## src/rtl/ast_dma_pkg.sv

```systemverilog
// Shared types and defaults for the AST DMA command queue.
// The optional sticky overflow flag is enabled with the AST_CMDQ_OVERFLOW_EN macro.
package ast_dma_pkg;

    localparam int         DMA_DW_DEFAULT = 14;
    localparam logic [2:0] DMA_GO_SEL     = 3'd7;

    typedef struct packed {
        logic [2:0]                select;
        logic [DMA_DW_DEFAULT-1:0] data;
    } dma_cmd_t;

    typedef enum logic [1:0] {
        ST_IDLE      = 2'd0,
        ST_WAIT_BUSY = 2'd1,
        ST_WAIT_DONE = 2'd2
    } dma_state_e;

endpackage

```

## src/rtl/ast_sync_fifo.sv

```systemverilog
// Single-clock FIFO with registered full/empty/level flags.
// A push into a full FIFO is accepted only when a pop happens in the same cycle.
module ast_sync_fifo #(
    parameter int WIDTH = 17,
    parameter int DEPTH = 8
) (
    input  logic                   clk,
    input  logic                   reset,
    input  logic                   push,
    input  logic                   pop,
    input  logic [WIDTH-1:0]       wdata,
    output logic [WIDTH-1:0]       rdata,
    output logic                   full,
    output logic                   empty,
    output logic [$clog2(DEPTH):0] level
);

    localparam int PW = $clog2(DEPTH);
    localparam int LW = PW + 1;

    logic [WIDTH-1:0] mem_q [DEPTH];
    logic [PW-1:0]    wr_ptr_q, wr_ptr_d;
    logic [PW-1:0]    rd_ptr_q, rd_ptr_d;
    logic [LW-1:0]    level_q, level_d;
    logic             full_q, full_d;
    logic             empty_q, empty_d;
    logic             push_ok, pop_ok;

    always_comb begin
        pop_ok   = pop && !empty_q;
        push_ok  = push && (!full_q || pop_ok);
        wr_ptr_d = push_ok ? wr_ptr_q + PW'(1) : wr_ptr_q;
        rd_ptr_d = pop_ok  ? rd_ptr_q + PW'(1) : rd_ptr_q;
        level_d  = level_q + LW'(push_ok) - LW'(pop_ok);
        full_d   = (level_d == LW'(DEPTH));
        empty_d  = (level_d == '0);
    end

    // NOTE: sequential state uses non-blocking assignments so every flop samples pre-edge values.
    always_ff @(posedge clk) begin
        if (reset) begin
            wr_ptr_q <= '0;
            rd_ptr_q <= '0;
            level_q  <= '0;
            full_q   <= 1'b0;
            empty_q  <= 1'b1;
        end else begin
            wr_ptr_q <= wr_ptr_d;
            rd_ptr_q <= rd_ptr_d;
            level_q  <= level_d;
            full_q   <= full_d;
            empty_q  <= empty_d;
        end
    end

    // NOTE: storage is not reset; entries are only read after being written, and this keeps it a plain RAM.
    always_ff @(posedge clk) begin
        if (push_ok) begin
            mem_q[wr_ptr_q] <= wdata;
        end
    end

    assign rdata = mem_q[rd_ptr_q];
    assign full  = full_q;
    assign empty = empty_q;
    assign level = level_q;

endmodule

```

## src/rtl/ast_dma_cmd_queue.sv

```systemverilog
// GPP-to-DMA command queue: buffers register writes and holds off issue while a launched transfer runs.
// Define AST_CMDQ_OVERFLOW_EN to build the sticky overflow flag; otherwise overflow is tied low.
module ast_dma_cmd_queue
    import ast_dma_pkg::*;
#(
    parameter int         DATAWIDTH    = DMA_DW_DEFAULT,
    parameter int         DEPTH        = 8,
    parameter logic [2:0] GO_SEL       = DMA_GO_SEL,
    parameter int         BUSY_TIMEOUT = 4
) (
    input  logic                   clk,
    input  logic                   reset,
    input  logic                   gpp_write,
    input  logic [2:0]             gpp_select,
    input  logic [DATAWIDTH-1:0]   gpp_data,
    input  logic                   dma_busy,
    output logic                   dma_write,
    output logic [2:0]             dma_select,
    output logic [DATAWIDTH-1:0]   dma_data,
    output logic                   full,
    output logic                   empty,
    output logic                   pause_req,
    output logic [$clog2(DEPTH):0] level,
    output logic                   overflow
);

    localparam int CW = DATAWIDTH + 3;
    localparam int TW = $clog2(BUSY_TIMEOUT + 1);

    logic [CW-1:0]        head;
    logic [2:0]           head_sel;
    logic [DATAWIDTH-1:0] head_data;
    logic                 fifo_full, fifo_empty;
    logic                 pop;

    dma_state_e           state_q, state_d;
    logic [TW-1:0]        timer_q, timer_d;
    logic                 dma_write_q, dma_write_d;
    logic [2:0]           dma_select_q, dma_select_d;
    logic [DATAWIDTH-1:0] dma_data_q, dma_data_d;

    ast_sync_fifo #(
        .WIDTH (CW),
        .DEPTH (DEPTH)
    ) u_fifo (
        .clk   (clk),
        .reset (reset),
        .push  (gpp_write),
        .pop   (pop),
        .wdata ({gpp_select, gpp_data}),
        .rdata (head),
        .full  (fifo_full),
        .empty (fifo_empty),
        .level (level)
    );

    assign {head_sel, head_data} = head;

    always_comb begin
        // NOTE: every output of this block gets a default first so no path can infer a latch.
        state_d      = state_q;
        timer_d      = timer_q;
        pop          = 1'b0;
        dma_write_d  = 1'b0;
        dma_select_d = dma_select_q;
        dma_data_d   = dma_data_q;

        case (state_q)
            ST_IDLE: begin
                if (!fifo_empty && !dma_busy) begin
                    pop          = 1'b1;
                    dma_write_d  = 1'b1;
                    dma_select_d = head_sel;
                    dma_data_d   = head_data;
                    if (head_sel == GO_SEL) begin
                        state_d = ST_WAIT_BUSY;
                        timer_d = '0;
                    end
                end
            end
            ST_WAIT_BUSY: begin
                // A launch the DMA never acknowledges must not stall the queue forever.
                if (dma_busy) begin
                    state_d = ST_WAIT_DONE;
                end else if (timer_q == TW'(BUSY_TIMEOUT - 1)) begin
                    state_d = ST_IDLE;
                end else begin
                    timer_d = timer_q + TW'(1);
                end
            end
            ST_WAIT_DONE: begin
                if (!dma_busy) begin
                    state_d = ST_IDLE;
                end
            end
            default: begin
                state_d = ST_IDLE;
            end
        endcase
    end

    always_ff @(posedge clk) begin
        if (reset) begin
            state_q      <= ST_IDLE;
            timer_q      <= '0;
            dma_write_q  <= 1'b0;
            dma_select_q <= '0;
            dma_data_q   <= '0;
        end else begin
            state_q      <= state_d;
            timer_q      <= timer_d;
            dma_write_q  <= dma_write_d;
            dma_select_q <= dma_select_d;
            dma_data_q   <= dma_data_d;
        end
    end

    assign dma_write  = dma_write_q;
    assign dma_select = dma_select_q;
    assign dma_data   = dma_data_q;
    assign full       = fifo_full;
    assign empty      = fifo_empty;
    assign pause_req  = fifo_full;

`ifdef AST_CMDQ_OVERFLOW_EN
    logic overflow_q, overflow_d;

    always_comb begin
        overflow_d = overflow_q | (gpp_write & fifo_full & ~pop);
    end

    always_ff @(posedge clk) begin
        if (reset) begin
            overflow_q <= 1'b0;
        end else begin
            overflow_q <= overflow_d;
        end
    end

    assign overflow = overflow_q;
`else
    assign overflow = 1'b0;
`endif

endmodule

```

## config.mk

```make
export PLATFORM = sky130hd
export DESIGN_NAME = ast_dma_cmd_queue
export DESIGN_NICKNAME = d
export VERILOG_FILES = /design/src/rtl/ast_dma_pkg.sv /design/src/rtl/ast_sync_fifo.sv /design/src/rtl/ast_dma_cmd_queue.sv
export SDC_FILE = /design/constraint.sdc
export NUM_CORES = 1
export LEC_CHECK = 0
export CAP_MARGIN = 0
export CORE_MARGIN = 1
export CORE_UTILIZATION = 35
export DETAILED_ROUTE_END_ITERATION = 12
export GPL_TIMING_DRIVEN = 0
export PLACE_DENSITY = 0.49
export SLEW_MARGIN = 5
export SYNTH_ARGS = -nofsm -noshare
export SYNTH_HDL_FRONTEND = slang
export SYNTH_SLANG_ARGS = --single-unit
```

## constraint.sdc

```tcl
create_clock -name clk -period 4.4 [get_ports clk]
set_clock_uncertainty 0.15 [all_clocks]
set_input_delay 0.88 -clock clk [delete_from_list [all_inputs] [get_ports clk]]
set_output_delay 0.88 -clock clk [all_outputs]
set_load 0.05 [all_outputs]
```

* After elaboration in Yosys (flattened, before gate mapping)
Memory sizes are Yosys's and may differ from the RTL's. A register that Yosys moved wholly into a read port is not among the register bits. Index checks and enable logic that the tools add are counted.
Word-level totals: memories kept 1, output and inout bits 26, bits of input ports 21, logic and storage cells 57, register bits after elaboration 35, memory bits (writable) 136
Operators by class: mux-type cells 17, reduce and logical (&&, ||, !) cells 13, add/subtract/negate cells 5, equality and inequality tests 11
Memory list:
- u_fifo.mem_q | words 8, width 17, rd ports 1, clocked after memory_dff 1, wr ports 1, line ast_sync_fifo.sv:21 | logic [WIDTH-1:0] mem_q [DEPTH];
Operator list (number):
- 3-bit 2-to-1 mux | 6
- 2-bit 2-to-1 mux | 5
- 2-bit inequality test, second input constant | 5
- 3-bit by 1-bit adder with 3-bit output, second input constant | 3
- 2-bit one-hot mux with 3 select lines | 1
- 3-bit one-hot mux with 2 select lines | 1
- 5-bit AND reduction | 1
- 4-bit by 1-bit adder with 4-bit output | 1
- 4-bit == test, second input constant | 1
- 4-bit logical NOT | 1
- 1-bit 2-to-1 mux | 4
- 4-bit AND reduction | 1
- 4-bit by 1-bit subtractor with 4-bit output | 1
- 3-bit by 2-bit == test with 1-bit output, second input constant | 1
- 3-bit == test, second input constant | 1
- 1-bit logical AND | 3
- 1-bit logical NOT | 3
- 3-bit inequality test, second input constant | 1
- 2-bit by 1-bit == test with 1-bit output, second input constant | 1
- 2-bit == test, second input constant | 1
- 2-bit logical NOT | 1
- 2-bit AND reduction | 1
- 2-bit nonzero test | 1
- 1-bit logical OR | 1

* Depth between registers and ports, before layout
depth in word-level cells 10, depth in mapped cells 12, gate-level depth less buffers 10

* By module
A second synthesis with hierarchy kept.
Second synthesis, totals: cell total of the unflattened synthesis 374, area, all modules 6789.0 µm²
Modules (own cells, without submodules):
- ast_sync_fifo | area each 5883.1 µm², cells an instance 268, times used 1
- ast_dma_cmd_queue | area each 905.9 µm², cells an instance 106, times used 1

* Worst setup path before layout
Ideal clock, no wire load.
path kind input -> register, start point input port dma_busy, end point memory u_fifo.mem_q[0][0] (enable), stages 5, arrival time 3073 ps, setup slack 765 ps, path buffers 1, library setup time 413 ps, cell sequence or4_1 buf_4 a21boi_4 nand2b_1 nor3_1
Between the ends: longest elaborated chain between the ends 9
Ends and longest elaborated chain:
- start, declared | line ast_dma_cmd_queue.sv:16 | input logic dma_busy,
- 1-bit logical NOT
- 1-bit logical AND | line ast_dma_cmd_queue.sv:70 | if (!fifo_empty && !dma_busy) begin
- 1-bit 2-to-1 mux | line ast_dma_cmd_queue.sv:70
- 1-bit 2-to-1 mux | line ast_dma_cmd_queue.sv:68 | case (state_q)
- 1-bit logical AND | line ast_sync_fifo.sv:30 | pop_ok = pop && !empty_q;
- 1-bit logical OR | line ast_sync_fifo.sv:31 | push_ok = push && (!full_q || pop_ok);
- 1-bit logical AND | line ast_sync_fifo.sv:31
- 1-bit 2-to-1 mux | line ast_sync_fifo.sv:58 | if (push_ok) begin
- 1-bit 2-to-1 mux (not written as such) | line ast_sync_fifo.sv:59 | mem_q[wr_ptr_q] <= wdata;
- end, declared | line ast_sync_fifo.sv:21
No other way between the ends.

* Worst setup path in the final report
start point input port dma_busy, end point register u_fifo.empty_q (netlist: u_fifo.empty)
Between the ends: longest elaborated chain between the ends 10
Ends and longest elaborated chain:
- 1-bit logical NOT (*)
- 1-bit logical AND (*) | line ast_dma_cmd_queue.sv:70
- 1-bit 2-to-1 mux (*) | line ast_dma_cmd_queue.sv:70
- 1-bit 2-to-1 mux (*) | line ast_dma_cmd_queue.sv:68
- 1-bit logical AND (*) | line ast_sync_fifo.sv:30
- net u_fifo.pop_ok | line ast_sync_fifo.sv:27 | logic push_ok, pop_ok;
- 1-bit logical OR | line ast_sync_fifo.sv:31
- 1-bit logical AND | line ast_sync_fifo.sv:31
- 4-bit by 1-bit adder with 4-bit output | line ast_sync_fifo.sv:34 | level_d = level_q + LW'(push_ok) - LW'(pop_ok);
- 4-bit by 1-bit subtractor with 4-bit output (*) | line ast_sync_fifo.sv:34
- 4-bit logical NOT (*) | line ast_sync_fifo.sv:36 | empty_d = (level_d == '0);
- end signal, assigned | line ast_sync_fifo.sv:52 | empty_q <= empty_d;
- end, declared | line ast_sync_fifo.sv:26 | logic empty_q, empty_d;
Mark *: on every way through the listed nets, which the timed path passes. The rest lies on a longest branch. A chain may end at the register's enable or synchronous reset.

==> impl_metrics.py <==
metrics = {
    "outcome": {
        "status": "finished clean",
    },
    "layout": {
        "drive_above_1_share_pct": 21.67,
        "final_cell_count_no_fill": 700,
        "nFillCells": 1656,
        "regArea_um2": 4845,
        "syn2layout_area_growth_pct": 23.43,
        "n_antenna_cell": 0,
        "fin_nets": 484,
        "fin_util_pct": 44.05,
        "multiInputGateArea_um2": 1675,
    },
    "power_and_ir_drop": {
        "leakage_uw": 0.002714,
        "cellPowerDensity_nw_per_um2": 582.1,
        "ir_drop_mv": 0.2805,
    },
    "global_routing": {
        "grt_pass1_wl_um": 21650,
        "first_global_vias": 3650,
        "gr-usage-all-layers_pct": 15.52,
        "grt_max_degree": 17,
        "antenna_found_initial": 0,
        "grt_overflow": 0,
    },
    "setup_path": {
        "startpoint_type": "input port",
        "cp_slowest_cell": "or4_1",
        "reg2reg_depth": 12,
        "critPathMaxFanout": 10,
        "endpoint_kind": "flip-flop",
        "cp-endpoint": "u_fifo.empty$_SDFF_PP1_",
        "path_class": "input port to flip-flop",
        "critPathMaxStageDelay_ns": 0.48,
        "critPathLaunch": "dma_busy",
        "reg2reg_to": "u_fifo.empty$_SDFF_PP1_",
        "r2r_slack_ns": 1.19,
        "worstPathCellList": "clkdlybuf4s50_1 -> or4_1 -> buf_4 -> clkinv_2 -> buf_2 -> ha_1 -> inv_1 -> ha_1 -> inv_1 -> fa_1 -> xor2_1 -> and3b_1 -> o21a_1",
        "reg2reg_from": "state_q[0]$_SDFFE_PP0P_",
        "crit_arrival_ns": 3.91,
        "cp.required_ns": 4.57,
    },
    "timing": {
        "min_period_ns": 3.734,
        "tightest_slew_ns": 0.9215,
        "clock.fmax_mhz": 267.8,
        "setup-violations-final": 0,
        "finalHoldViolations": 0,
        "slew_viol_final": 0,
        "worst_slack_ns": 0.6665,
        "min_period_over_period_pct": 84.85,
        "rsz0062_at_grt": "false",
        "maxSlewHeadroom_pct": 38.57,
        "fin_tns_setup_ns": 0,
    },
    "detailed_routing": {
        "wl_per_cell_um": 20.05,
        "vias": 3463,
        "drc": 0,
        "drt_wl_total_um": 14030,
        "drt.antenna.violating_nets": 0,
        "dr.pass1.iters": 4,
        "viasPerCell": 4.947,
        "drt_iter0_drc": 299,
    },
    "clocking": {
        "clkTransAtPathRegs_ns": 0.06,
        "cts_tree": "built",
        "cts.path.max_buffers": 2,
        "post_cts_buffers": 0,
        "cts_root_buf": "clkbuf_16",
        "cts.sinks": 174,
        "cts-resized-gates": 0,
        "clk_latency_ns": 0.43,
        "cts_max_level": 4,
        "cts_buffers": 17,
        "hold_buffers": 0,
    },
    "synthesis": {
        "ys_types": 40,
        "synthesis.area_um2": 6654,
        "async_reset_ff_share_pct": 0,
        "synth_top_area_share_pct": 61.38,
        "synth_area_leaders": "edfxtp_1 (61%), dfxtp_1 (11%), mux4_2 (11%), nand2_1 (2.0%), nor2_1 (1.9%)",
        "yosys-top-cells-count": "edfxtp_1 (136), dfxtp_1 (38), nand2_1 (35), nor2_1 (34), mux4_2 (33)",
        "yosysWarnings": 0,
        "synth.avg_cell_area_um2": 17.46,
        "synthFlopType": "edfxtp_1",
        "postSynthCellCount": 381,
        "synth_area_leader_cell": "edfxtp_1",
        "ys_ff_latch": 174,
        "yosysMostFrequentCell": "edfxtp_1",
        "yosysSeqAreaShare_pct": 72.81,
        "synth_edf_count": 136,
        "synth_nets": 411,
    },
    "min_path": {
        "hp-class": "flip-flop to flip-flop",
    },
    "placement": {
        "dp.cells": 669,
        "hpwl_um": 9108,
        "io_buffers": 44,
        "pre_cts_ws_ns": 0.2165,
        "routabilityCongestion": 0.6915,
    },
    "job": {
        "maxCapViolCount": 0,
    },
    "die": {
        "die_h_um": 139.9,
        "num_rows": 50,
        "io_pins": 47,
        "core-area_um2": 18640,
        "die_area_um2": 19570,
        "die_w_um": 139.9,
        "initial_core_util_pct": 35.69,
    },
}
==> where the power goes <==
| group | switching, uW | total, uW | internal, uW |
|---|---|---|---|
| Combinational | 698 | 1190 | 496 |
| Clock | 629 | 1580 | 948 |
| Sequential | 73.6 | 2010 | 1940 |
| Total | 1400 | 4780 | 3380 |
==> per-stage QoR <==
step / hold slack [ns] / total power, uW / area, um2
6_report: 0.3349 / 4781 / 8213
5_1_grt: 0.3563 / 4987 / 8213
4_1_cts: 0.3364 / 4833 / 8213
3_5_place_dp: 0.3276 / 3258 / 7594
3_3_place_gp: 0.3154 / 3215 / 7387
2_1_floorplan: 0.3041 / 2865 / 6654
==> cell type report <==
cell class	count	share of cell area [%]
Timing Repair Buffer	54	7.572
Clock buffer	17	5.180
Sequential cell	174	58.99
Buffer	21	1.417
Clock inverter	14	2.361
Tap cell	234	3.565
Inverter	11	0.5180
Multi-Input combinational cell	175	20.40
==> registers in the layout, indices dropped and copies added (netlist names), named ones only <==
register and flops:
u_fifo.mem_q 136, dma_data 14, u_fifo.level 4, dma_select 3
timer_q 3, u_fifo.rd_ptr_q 3, u_fifo.wr_ptr_q 3, state_q 2
dma_write 1, u_fifo.empty 1, u_fifo.full 1
==> how the worst min path moves through the flow <==
stage,startpoint,to,slack (ns),cells past startpoint
after floorplan,u_fifo.rd_ptr_q[1]$_SDFFE_PP0P_,flip-flop,0.30,2
after global placement,u_fifo.rd_ptr_q[1]$_SDFFE_PP0P_,u_fifo.rd_ptr_q[1]$_SDFFE_PP0P_,0.32,2
after detailed placement,u_fifo.rd_ptr_q[1]$_SDFFE_PP0P_,u_fifo.rd_ptr_q[1]$_SDFFE_PP0P_,0.33,2
after CTS,u_fifo.rd_ptr_q[1]$_SDFFE_PP0P_,u_fifo.rd_ptr_q[1]$_SDFFE_PP0P_,0.34,2
after global routing,timer_q[1]$_SDFFE_PP0P_,timer_q[1]$_SDFFE_PP0P_,0.36,2
final,timer_q[1]$_SDFFE_PP0P_,timer_q[1]$_SDFFE_PP0P_,0.33,2
==> cells by family after synthesis <==
family                   synth area share (%)
flip-flops                              72.81
AND/OR/NAND/NOR                         6.168
multiplexers                            11.94
buffers and inverters                   2.388
AO/OA/AOI/OAI                           3.780
adder cells (fa/ha/maj)                 1.805
XOR/XNOR                                1.053
other                                 0.05636
==> critical path: cells and delay by family <==
| family | cells | cell delay [ns] |
|---|---|---|
| compound gates | 1 | 0.16 |
| xor+xnor | 1 | 0.16 |
| fa+ha+maj | 3 | 0.84 |
| simple gates | 2 | 0.66 |
| buf+inv | 6 | 1.20 |
==> metal layers <==
| metal | GRT usage, % | share of wire [%] | vias to the layer above | wire, um |
|---|---|---|---|---|
| li1 | - | - | 1603 | - |
| met1 | 19.71 | 45 | 1782 | 6286 |
| met2 | 25.74 | 50 | 63 | 7084 |
| met3 | 2.959 | 2.9 | 15 | 413 |
| met4 | 7.114 | 1.8 | 0 | 250 |
| met5 | 0 | 0 | - | 0 |
==> cells in the final DEF, fill, tap and decap left out, types with 2 or more instances in the layout <==
master,count
nor3_2,2
a311oi_1,14
clkbuf_1,8
bufinv_16,4
edfxtp_1,136
nand2_1,35
clkinvlp_4,2
xnor2_1,4
dfxtp_1,38
ha_1,8
buf_4,11
clkinv_2,3
buf_2,3
inv_1,10
buf_8,3
nor2_2,6
mux2i_1,4
clkinv_4,4
buf_16,4
xor2_1,4
clkdlybuf4s50_1,44
nand3b_1,2
nor2b_1,3
nor2_1,28
clkbuf_16,17
mux4_2,33
nand2b_1,8
o21ai_1,2
a21oi_1,2
nor3_1,2
No activity file was read; power rests on OpenSTA's default activity.
